===== config.mk =====
export PLATFORM = sky130hd
export DESIGN_NAME = booth_r4_seq_mult_ctrl
export DESIGN_NICKNAME = d
export VERILOG_FILES = /design/src/rtl/booth_seq_pkg.sv /design/src/rtl/booth_r4_digit.sv /design/src/rtl/booth_r4_seq_mult_ctrl.sv
export SDC_FILE = /design/constraint.sdc
export NUM_CORES = 1
export LEC_CHECK = 0
export BUFFER_PORTS_ARGS = -buffer_cell sky130_fd_sc_hd__buf_2
export CORE_ASPECT_RATIO = 0.9
export CORE_MARGIN = 4
export CORE_UTILIZATION = 50
export DETAILED_ROUTE_END_ITERATION = 7
export PLACE_DENSITY_LB_ADDON = 0.25
export SETUP_SLACK_MARGIN = 0.3
export SLEW_MARGIN = 15
export SYNTH_ARGS = -nofsm -noshare
export SYNTH_HDL_FRONTEND = slang
export SYNTH_SLANG_ARGS = --single-unit

===== constraint.sdc =====
create_clock -name clk -period 3.9 [get_ports clk]
set_input_delay 0.195 -clock clk [delete_from_list [all_inputs] [get_ports clk]]
set_output_delay 0.195 -clock clk [all_outputs]
set_load 0.03 [all_outputs]

===== src/rtl/booth_seq_pkg.sv =====
// Shared types for the sequential radix-4 Booth multiplier:
// FSM state encoding, recoded digit bundle, digit-count helper.
package booth_seq_pkg;

    typedef enum logic [1:0] {
        IDLE = 2'd0,
        RUN  = 2'd1,
        DONE = 2'd2
    } state_t;

    // zero: digit is 0; two: magnitude 2A; neg: subtract.
    typedef struct packed {
        logic zero;
        logic two;
        logic neg;
    } booth_dig_t;

    function automatic int booth_ndig(input int w);
        return w / 2;
    endfunction

endpackage


===== src/rtl/booth_r4_digit.sv =====
// Radix-4 Booth recoder: 3-bit multiplier window -> digit.
// Ports: win (3-bit window, LSB is the overlap bit), dig (recoded digit).
module booth_r4_digit
    import booth_seq_pkg::*;
(
    input  logic [2:0] win,
    output booth_dig_t dig
);

    always_comb begin
        dig = '0;
        case (win)
            3'b000, 3'b111: dig.zero = 1'b1;
            3'b001, 3'b010: dig.zero = 1'b0;
            3'b011:         dig.two  = 1'b1;
            3'b100: begin
                dig.two = 1'b1;
                dig.neg = 1'b1;
            end
            default:        dig.neg  = 1'b1;
        endcase
    end

endmodule


===== src/rtl/booth_r4_seq_mult_ctrl.sv =====
// Iterative radix-4 Booth multiplier: one digit per cycle into a
// shifting accumulator, valid/ready handshake on both sides.
// Ports: clk, rst (sync, active-high); in_valid/in_ready/in_a/in_b
// operand side; out_valid/out_ready/out_p product side; busy in RUN/DONE.
// Optional BOOTH_SEQ_UNSIGNED_EN adds in_signed for unsigned operands.
module booth_r4_seq_mult_ctrl
    import booth_seq_pkg::*;
#(
    parameter int WIDTH = 8
)
(
    input  logic               clk,
    input  logic               rst,
    input  logic               in_valid,
    output logic               in_ready,
    input  logic [WIDTH-1:0]   in_a,
    input  logic [WIDTH-1:0]   in_b,
`ifdef BOOTH_SEQ_UNSIGNED_EN
    input  logic               in_signed,
`endif
    output logic               out_valid,
    input  logic               out_ready,
    output logic [2*WIDTH-1:0] out_p,
    output logic               busy
);

    localparam int NDIG = booth_ndig(WIDTH);
    localparam int PW   = 2 * WIDTH;
`ifdef BOOTH_SEQ_UNSIGNED_EN
    // Two extra zero bits let an unsigned MSB be recoded correctly.
    localparam int MW   = WIDTH + 3;
`else
    localparam int MW   = WIDTH + 1;
`endif
    localparam int CW   = $clog2(NDIG + 2);
    localparam logic [CW-1:0] LAST_S = CW'(NDIG - 1);

    if ((WIDTH < 4) || (WIDTH % 2 != 0)) begin : g_width_chk
        $error("booth_r4_seq_mult_ctrl: WIDTH must be even and >= 4");
    end

    state_t          state;
    state_t          state_nxt;
    logic [PW-1:0]   acc;
    logic [PW-1:0]   mcand;
    logic [MW-1:0]   mplier;
    logic [CW-1:0]   cnt;
    logic [CW-1:0]   last;
    logic            accept;
    logic            step;
    logic            a_ext;
    logic            b_ext;
    booth_dig_t      dig;
    logic [PW-1:0]   mag;
    logic [PW-1:0]   pp;

`ifdef BOOTH_SEQ_UNSIGNED_EN
    localparam logic [CW-1:0] LAST_U = CW'(NDIG);
    logic sgn;

    assign a_ext = in_signed & in_a[WIDTH-1];
    assign b_ext = in_signed & in_b[WIDTH-1];
    assign last  = sgn ? LAST_S : LAST_U;
`else
    assign a_ext = in_a[WIDTH-1];
    assign b_ext = in_b[WIDTH-1];
    assign last  = LAST_S;
`endif

    always_ff @(posedge clk) begin
        if (rst) begin
            state <= IDLE;
        end else begin
            state <= state_nxt;
        end
    end

    always_comb begin
        state_nxt = state;
        in_ready  = 1'b0;
        out_valid = 1'b0;
        busy      = 1'b0;
        accept    = 1'b0;
        step      = 1'b0;
        case (state)
            IDLE: begin
                in_ready = 1'b1;
                if (in_valid) begin
                    accept    = 1'b1;
                    state_nxt = RUN;
                end
            end
            RUN: begin
                busy = 1'b1;
                step = 1'b1;
                if (cnt == last) begin
                    state_nxt = DONE;
                end
            end
            DONE: begin
                busy      = 1'b1;
                out_valid = 1'b1;
                if (out_ready) begin
                    state_nxt = IDLE;
                end
            end
            default: state_nxt = IDLE;
        endcase
    end

    booth_r4_digit u_digit (
        .win (mplier[2:0]),
        .dig (dig)
    );

    // Partial product: magnitude A or 2A, negated by invert-plus-one.
    always_comb begin
        mag = dig.two ? (mcand << 1) : mcand;
        pp  = '0;
        if (!dig.zero) begin
            pp = dig.neg ? (~mag + PW'(1)) : mag;
        end
    end

    always_ff @(posedge clk) begin
        if (rst) begin
            acc    <= '0;
            mcand  <= '0;
            mplier <= '0;
            cnt    <= '0;
`ifdef BOOTH_SEQ_UNSIGNED_EN
            sgn    <= 1'b0;
`endif
        end else if (accept) begin
            acc    <= '0;
            mcand  <= {{WIDTH{a_ext}}, in_a};
            mplier <= {{(MW-WIDTH-1){b_ext}}, in_b, 1'b0};
            cnt    <= '0;
`ifdef BOOTH_SEQ_UNSIGNED_EN
            sgn    <= in_signed;
`endif
        end else if (step) begin
            acc    <= acc + pp;
            mcand  <= mcand << 2;
            mplier <= {{2{mplier[MW-1]}}, mplier[MW-1:2]};
            cnt    <= cnt + CW'(1);
        end
    end

    // Product is the accumulator; out_valid alone qualifies it.
    assign out_p = acc;

endmodule


==> flow_summary.ini <==
[global_routing]
grt_usage = 0.210
pin_count_of_the_biggest_net_entering_global_routing = 42
antenna_found_initial = 0
grt_pass1_vias = 3308
globalRoute.totalOverflow = 0
global_route_wire_length_before_repair_um = 15300

[logic_synthesis]
synth_seq_area_share = 0.252
netlist_instances = 466
synthTopCellsByCount = 52 x nor2_1, 46 x dfxtp_1, 41 x mux2i_1
netlist-cell-type-count = 58
synth_flop_cell = dfxtp_1
synth_seq_cells = 46
syn-cell-area_um2 = 3660
syn_area_per_cell_um2 = 7.86
yosysWarnings = 0
synthMostInstantiatedCell = nor2_1
synth-edff-count = 0
synth_area_leaders = dfxtp_1 25%, mux2i_1 11%, ha_1 7.2%, nor2_1 5.3%, a21oi_1 4.5%
fraction_of_synthesis_flops_using_an_asynchronous_set_or_reset_pin = 0
synth_top_cell_area_share = 0.252
postSynthNetCount = 508
yosysTopAreaCell = dfxtp_1

[worst_setup_path]
cp_data_arrival_time_ps = 3800
timing.rr.end = out_p[15]$_SDFFE_PP0P_
timing.reg2reg.setup_slack_ps = 340
worstRegToRegCells = 19
critPathCaptureType = flip-flop
data_required_critical_path_ps = 4140
reg2reg_from = mplier[1]$_SDFFE_PP0P_
crit_path_frequent_cell = mux2i_1
timing.critical_path.slowest_stage_cell = dfxtp_2
timing.critical_path.cells = buf_6 -> nor3b_4 -> a21oi_4 -> mux2i_1 -> ha_2 -> nor2_2 -> a31oi_4 -> nand2_1 -> nor3_1 -> a21o_1 -> ha_1 -> a21oi_2 -> o21bai_1 -> a21oi_2 -> a31oi_4 -> a311oi_2 -> nand2_1 -> mux2i_1 -> mux2i_1
worstSetupStartpointType = flip-flop
critical_path_class = reg2reg
slowest_delay_ps = 350
critPathMaxFanout = 5

[detailed_routing]
num_vias = 3516
detailedRoute.firstPassIterationCount = 4
routed_wire_length_per_instance_um = 15.5
route.antenna.remaining_nets = 0
drc = 0
vias_per_cell = 5.88
number_of_drc_markers_after_the_initial_detailed_route_iteration = 233
detail_route.wirelength_um = 9250

[clock_tree]
cts_sink_cnt = 46
max_root_sink_buffers = 2
cts.htree.levels = 2
tritoncts = yes
post_cts_hold_buffer_count = 0
root_buffer = clkbuf_8
cts_made_buffers = 5
clock_latency_ps = 310
worst_setup_hold_path_clk_slew_ps = 90

[timing]
period_minus_slack_ps = 3560
tightest_slew_ps = 782
grt_setup_unrepaired = yes
setup_total_negative_slack_ps = 0
finalMaxSlewViolations = 0
timing.max_slew.rel_slack = 0.479
finalClockSkew_ps = 7.15
fin_crit_sh = 0.913
clock.fmax_ghz = 0.281
setup_viol = 0
hold_viol = 0

[layout]
nets = 546
areaGrowthSynthToFinish_pct = 20.1
post_route_cells_drive_above_1_share = 0.246
layout.core_utilization = 0.621
n_antenna_cell = 0
fill_cells = 619
fin_area_um2 = 4400

[floorplanning]
fp.dieW_um = 98.2
fp-row-count = 29
floorplan.initialDensity = 0.517
die_h_um = 89.2
core_um2 = 7080
pin_count = 39
design.die.area_um2 = 8760

[worst_hold_path]
hold_path_depth = 3
hold_path.startpoint = in_b[7]
hold_critical_path_endpoint = mplier[8]$_SDFFE_PP0P_
timing.hold.worst.class = in2reg

[power_and_ir_drop]
power_density_nw_per_um2 = 717
vdd_ir_drop_max_v = 0.000529
power_leakage_nw = 1.83

[run]
cap_viol_max_count = 0

[placement]
gpl.final_weighted_congestion = 0.870
dp.final_hpwl_um = 6440
numPortBuffers = 38
area_post_placement_um2 = 4010

[outcome]
run_status = complete, no violations
critical path, delay by kind of cell, from the launching register on:
family	cells	cell delay (ps)
AO/OA/AOI/OAI	8	1280
AND/OR/NAND/NOR	5	670
adder cells (fa/ha/maj)	2	520
flip-flops	1	350
multiplexers	3	530
buffers and inverters	1	130
area by class of cell:
cell class                      instances  area (um2)  share of cell area
Multi-Input combinational cell        366        2740               0.623
Sequential cell                        46         927               0.211
Timing Repair Buffer                   70         469               0.107
Tap cell                               93         116              0.0265
Clock buffer                            5        68.8              0.0157
Inverter                               15        56.3              0.0128
Clock inverter                          3        21.3             0.00484
power by group:
part           internal (W)  switching, W
Sequential         0.000588      0.000162
Clock              0.000126      0.000178
Combinational      0.000949       0.00115
Total               0.00166       0.00149
stage by stage:
step / total power, W / hold slack [ps] / cells / setup WS (ps)
2_1_floorplan: 0.00223 / 358 / 466 / 288
3_3_place_gp: 0.00254 / 450 / 574 / 124
3_5_place_dp: 0.00259 / 451 / 574 / 48.6
4_1_cts: 0.00306 / 137 / 595 / 297
5_1_grt: 0.00339 / 139 / 598 / 124
6_report: 0.00315 / 140 / 598 / 340
how the worst max path moves through the flow:
stage | slack (ps) | to | start | cells after the start
floorplan | 290 | out_p[15]$_SDFFE_PP0P_ | mplier[2]$_SDFFE_PP0P_ | 21
CTS | 300 | out_p[14]$_SDFFE_PP0P_ | mplier[1]$_SDFFE_PP0P_ | 18
global route | 120 | out_p[10]$_SDFFE_PP0P_ | mplier[1]$_SDFFE_PP0P_ | 17
finish | 340 | out_p[15]$_SDFFE_PP0P_ | mplier[1]$_SDFFE_PP0P_ | 19
detailed placement | 50 | out_p[14]$_SDFFE_PP0P_ | mplier[1]$_SDFFE_PP0P_ | 16
global placement | 120 | out_p[14]$_SDFFE_PP0P_ | mplier[2]$_SDFFE_PP0P_ | 16
cells in the final DEF, fill, tap and decap left out, drive strengths merged, types with 4 or more instances in the layout:
cell / instances
nand2b: 9
xor2: 6
o21ai: 16
nor3: 14
nand3b: 6
dfxtp: 46
o22ai: 7
o21bai: 4
o211ai: 5
mux2: 4
o21a: 6
a21o: 10
a21oi: 33
or3: 4
a311oi: 4
mux2i: 41
a31oi: 9
nor2b: 10
xnor2: 13
nor2: 53
nand2: 30
inv: 15
ha: 21
buf: 70
a22oi: 4
a211oi: 14
clkbuf: 5
nand3: 9
what timing repair did:
item / 4_1_cts / 5_1_grt
pin swaps: 19 / 19
buffers inserted: 13 / 3
resized for setup: 20 / 18
setup endpoints to repair: 4 / 5
gates cloned: 0 / 0
per-layer routing:
metal / share of wire / track usage / vias up
met5: 0 / 0 / -
met4: 0.015 / 0.0608 / 0
met3: 0.040 / 0.0351 / 12
met2: 0.47 / 0.355 / 72
met1: 0.47 / 0.280 / 1661
li1: - / - / 1771
kinds of logic (layout without fill, tap and decap cells):
family / after synthesis / in the layout / share of synthesized area
adders and majority gates: 22 / 22 / 0.0772
muxes: 45 / 45 / 0.124
AOI/OAI and AO/OA: 131 / 131 / 0.241
and+or+nand+nor: 149 / 149 / 0.199
buffers and inverters: 54 / 93 / 0.0608
xor gates and xnor gates: 19 / 19 / 0.0455
DFF: 46 / 46 / 0.252
sequential cells by signal (all words and copies together) (netlist names):
signal / flops
mcand: 16
out_p: 16
mplier: 9
cnt: 3
state: 2
(Power assumes the default switching activity.)
